===== config.mk =====
export PLATFORM = sky130hd
export DESIGN_NAME = mod_counter_chain
export DESIGN_NICKNAME = d
export VERILOG_FILES = /design/src/rtl/mod_counter_chain.sv
export SDC_FILE = /design/constraint.sdc
export NUM_CORES = 1
export LEC_CHECK = 0
export ABC_AREA = 1
export ABC_CLOCK_PERIOD_IN_PS = 1600
export BUFFER_PORTS_ARGS = -buffer_cell sky130_fd_sc_hd__buf_2
export CELL_PAD_IN_SITES_DETAIL_PLACEMENT = 0
export CELL_PAD_IN_SITES_GLOBAL_PLACEMENT = 1
export CORE_UTILIZATION = 32
export DETAILED_ROUTE_END_ITERATION = 8
export PLACE_DENSITY_LB_ADDON = 0.1
export SLEW_MARGIN = 20
export SYNTH_ARGS = -nofsm -noshare
export SYNTH_HDL_FRONTEND = slang
export SYNTH_SLANG_ARGS = --single-unit

===== constraint.sdc =====
create_clock -name sysClk -period 1.6 [get_ports sysClk]
set_input_delay 0.16 -clock sysClk [delete_from_list [all_inputs] [get_ports sysClk]]
set_output_delay 0.16 -clock sysClk [all_outputs]
set_load 0.005 [all_outputs]

===== src/rtl/mod_counter_chain.sv =====
// mod_counter_chain
//   Cascaded modulo counter built from DIGITS digit stages of WIDTH bits.
//   Digits 0..DIGITS-2 count modulo BASE and the top digit counts modulo
//   TOP_MOD (defaults give 00..59). Supports up/down counting, enable,
//   synchronous load with out-of-range digit sanitising, and a
//   combinational terminal-count carry for cascading further chains.
//
// Ports
//   sysClk     in   system clock, all state changes on the rising edge
//   sysRst     in   synchronous active-high reset (count = 0, loadErr = 0)
//   en         in   count enable
//   up         in   1 = increment, 0 = decrement
//   load       in   synchronous load request (has priority over en)
//   loadValue  in   digit-packed load value, digit i at [i*WIDTH +: WIDTH]
//   count      out  current count, same packing as loadValue
//   carryOut   out  high in the cycle whose next edge wraps the whole chain
//   loadErr    out  registered: the last load had an out-of-range digit
module mod_counter_chain #(
    parameter int WIDTH   = 4,
    parameter int DIGITS  = 2,
    parameter int BASE    = 10,
    parameter int TOP_MOD = 6
) (
    input  logic                      sysClk,
    input  logic                      sysRst,
    input  logic                      en,
    input  logic                      up,
    input  logic                      load,
    input  logic [DIGITS*WIDTH-1:0]   loadValue,
    output logic [DIGITS*WIDTH-1:0]   count,
    output logic                      carryOut,
    output logic                      loadErr
);

    localparam int NW = DIGITS * WIDTH;

    logic [NW-1:0] count_q, count_d;
    logic [NW-1:0] step_val;
    logic [NW-1:0] load_val;
    logic          loadErr_q, loadErr_d;
    logic          load_bad;
    logic          chain_term;

    function automatic int digit_mod(input int idx);
        return (idx == DIGITS - 1) ? TOP_MOD : BASE;
    endfunction

    // Ripple the step condition from digit 0 upward: a digit steps only when
    // every lower digit sits at its wrap point for the current direction.
    // The ripple leaving the top digit means the whole chain is terminal.
    always_comb begin : step_logic
        logic [WIDTH-1:0] dig;
        logic [WIDTH-1:0] dmax;
        logic             ripple;
        step_val = count_q;
        ripple   = 1'b1;
        for (int i = 0; i < DIGITS; i++) begin
            dig  = count_q[i*WIDTH +: WIDTH];
            dmax = WIDTH'(digit_mod(i) - 1);
            if (ripple) begin
                if (up) begin
                    step_val[i*WIDTH +: WIDTH] = (dig == dmax) ? '0 : dig + WIDTH'(1);
                end else begin
                    step_val[i*WIDTH +: WIDTH] = (dig == '0) ? dmax : dig - WIDTH'(1);
                end
            end
            ripple = ripple & (up ? (dig == dmax) : (dig == '0));
        end
        chain_term = ripple;
    end

    // Any digit at or above its modulus is replaced by zero so the counter
    // never holds an unreachable value.
    always_comb begin : load_logic
        logic [WIDTH-1:0] dig;
        load_val = loadValue;
        load_bad = 1'b0;
        for (int i = 0; i < DIGITS; i++) begin
            dig = loadValue[i*WIDTH +: WIDTH];
            if (int'(dig) >= digit_mod(i)) begin
                load_val[i*WIDTH +: WIDTH] = '0;
                load_bad = 1'b1;
            end
        end
    end

    always_comb begin : next_state
        count_d   = count_q;
        loadErr_d = loadErr_q;
        if (load) begin
            count_d   = load_val;
            loadErr_d = load_bad;
        end else if (en) begin
            count_d = step_val;
        end
    end

    always_ff @(posedge sysClk) begin
        if (sysRst) begin
            count_q   <= '0;
            loadErr_q <= 1'b0;
        end else begin
            count_q   <= count_d;
            loadErr_q <= loadErr_d;
        end
    end

    assign count    = count_q;
    assign loadErr  = loadErr_q;
    assign carryOut = en & ~load & ~sysRst & chain_term;

endmodule


==> flow_summary.ini <==
[worst_setup_path]
worst-endpoint-required_ns = 1.44
reg2regPathDepth = 7
timing.critical_path.fanout_max = 6
crit_arrival_ns = 1.37
critical_path_start = count[5]
crit-reg2reg-launch = count[2]
crit_type = reg2out
worst_setup_path_start_kind = flip-flop
worst-r2r-setup-slack_ns = 0.35
endpoint = carryOut
timing.rr.end = count[6]
end_kind = output port

[layout]
final_nets = 171
num-fill-cells = 249
finish.utilization = 0.438
area_growth_pct = 30.1
mostFrequentLayoutCell = sky130_fd_sc_hd__nand2_1
final_area_um2 = 968
commonest_cells_after_routing_fill_and_taps_aside = 34 x sky130_fd_sc_hd__nand2_1, 22 x sky130_fd_sc_hd__buf_2, 19 x sky130_fd_sc_hd__nand3_1
insertedDiodeCount = 0
final_cell_count_no_fill = 185
post_route_cells_drive_above_1_share = 0.325

[route]
vias = 911
detail_route.first_pass.iterations = 5
antenna_left = 0
route.final.wire_length_um = 2000
post_drt_via_cell_ratio = 4.92
route.detailed.wl_per_inst_um = 10.8
starting_drt_drc_count = 19
drc_errors = 0

[cts]
tritoncts.num_buffers = 3
worstSkewPairLatency_ns = 0.26
clock_sink_count = 9
buffer_cell_driving_the_clock_tree_root = sky130_fd_sc_hd__clkbuf_4
cts_max_level = 1
clock_pin_slew_worst_setup_and_hold_paths_ns = 0.06
postCtsHoldBufs = 0
tritoncts = done
ctsLongestPathBuffers = 2

[sta]
max_slew.worst_pin.slew_ns = 0.297
clock-skew-final_ns = 0.00120
grt_setup_unrepaired = true
final-setup-viol-count = 0
max_freq_mhz = 655
slew_viol_final = 0
timing.final.crit_share = 0.954
fin_hold_ws_ns = 0.109
max_slew_margin = 0.800
fin_crit_ns = 1.53
timing_hold_violations_final = 0

[global_route]
gr-usage-all-layers = 0.171
maximum_number_of_pins_on_one_net_before_global_route_repair = 13
global_route.peak_usage_layer = met2
use_met2 = 0.251
global_route.usage.met1 = 0.237
grt_pass1_wl_um = 3340
grt_remaining_overflow = 0
number_of_antenna_violations_at_the_first_check_in_global_routing = 0
groute.layer.met3.usage = 0.0152
grt_pass1_vias = 822

[floorplanning]
die_area_um2 = 2520
start_util = 0.337
die_y_um = 50.2
floorplan_core_area_um2 = 2210
die_x_extent_um = 50.2
i_o_pins = 23
fp-row-count = 17

[placed_design]
place_hpwl_um = 1550
placed_area_um2 = 880
gp_routability_congestion = 0.886
dpl.cell_count = 180
port_buffers = 22

[pwr]
p_per_area_nw_per_um2 = 673
total_power_uw = 652
cellLeakagePower_nw = 0.472
vdd.ir_drop.worst_v = 0.000434

[worst_hold_path]
min_path_type = in2reg

[outcome]
outcome = finished clean

[synth]
synth.yosys.warnings = 0
synth_seq_area_share = 0.242
post_synth_design_cell_area_um2 = 744
syn-instance-count = 132
count_of_state_elements_after_synthesis = 9
yosys.cell_types.count = 17
synth_nets = 145
synth_area_per_cell_um2 = 5.64

[job]
drv.max_cap_violation_count = 0
cells in the mapped netlist:
library cell,n,area share
sky130_fd_sc_hd__a21oi_1,9,0.060
sky130_fd_sc_hd__a21oi_2,2,0.024
sky130_fd_sc_hd__a31oi_1,3,0.025
sky130_fd_sc_hd__buf_2,2,0.013
sky130_fd_sc_hd__dfxtp_1,9,0.24
sky130_fd_sc_hd__inv_1,17,0.086
sky130_fd_sc_hd__nand2_1,35,0.18
sky130_fd_sc_hd__nand2_2,4,0.034
sky130_fd_sc_hd__nand3_1,19,0.13
sky130_fd_sc_hd__nand3_2,1,0.013
sky130_fd_sc_hd__nand4_1,2,0.017
sky130_fd_sc_hd__nor2_1,13,0.066
sky130_fd_sc_hd__nor2_2,3,0.025
sky130_fd_sc_hd__nor3_1,2,0.013
sky130_fd_sc_hd__o21ai_0,9,0.060
sky130_fd_sc_hd__o21ai_1,1,0.0067
sky130_fd_sc_hd__o31ai_1,1,0.010
metrics by stage:
step                setup TNS (ns)  worst slack [ns]
finish                           0            0.0743
detailed placement               0             0.294
global placement                 0             0.243
global route               -0.0730           -0.0730
CTS                              0           0.00374
floorplan                        0             0.432
flip-flops by register name, summed over array words and instances (netlist names):
signal,flops
count,8
loadErr,1
layout make-up:
type	instances	area, um2	share of cell area
Multi-Input combinational cell	104	523	0.540
Tap cell	28	35.0	0.0362
Clock buffer	4	26.3	0.0271
Timing Repair Buffer	23	118	0.121
Inverter	17	68.8	0.0711
Sequential cell	9	198	0.204
layer usage:
layer  vias up  part of all wire
met3         2             0.042
li1        490                 -
met4         0            0.0080
met1       395              0.49
met2        24              0.46
met5         -                 0
power breakdown:
| group | leakage [nW] | internal [mW] | switching [mW] |
|---|---|---|---|
| Clock | 0.0150 | 0.0960 | 0.0779 |
| Combinational | 0.380 | 0.0838 | 0.124 |
| Sequential | 0.0775 | 0.240 | 0.0303 |
| Total | 0.472 | 0.420 | 0.232 |
worst max-delay path: stages, from the launching register on:
cell                      delay [ns]
sky130_fd_sc_hd__dfxtp_4        0.37
sky130_fd_sc_hd__inv_4          0.07
sky130_fd_sc_hd__nand2_4        0.05
sky130_fd_sc_hd__o31ai_2        0.17
sky130_fd_sc_hd__nand3_1        0.13
sky130_fd_sc_hd__nor3_2         0.18
sky130_fd_sc_hd__buf_2          0.14
cells by family after synthesis:
| logic type | count (synthesis) | share of synthesized area |
|---|---|---|
| AND/OR/NAND/NOR | 79 | 0.472 |
| AO/OA/AOI/OAI | 25 | 0.187 |
| buffers and inverters | 19 | 0.0992 |
| flip-flops | 9 | 0.242 |
worst min-delay path by stage:
| stage | slack, ns | to | from | cells past startpoint |
|---|---|---|---|---|
| detailed placement | 0.38 | count[7] | sysRst | 2 |
| global route | 0.1 | count[7] | sysRst | 2 |
| floorplan | 0.22 | count[7] | sysRst | 1 |
| global placement | 0.38 | count[7] | sysRst | 2 |
| CTS | 0.10 | count[7] | sysRst | 2 |
| finish | 0.11 | count[7] | sysRst | 2 |
what timing repair did:
action | in CTS | in global routing
buffers inserted | 0 | 1
setup endpoints to repair | 0 | 1
resized for setup | 0 | 24
hold endpoints to repair | 0 | 0
Power figures use the tool's default switching activity.
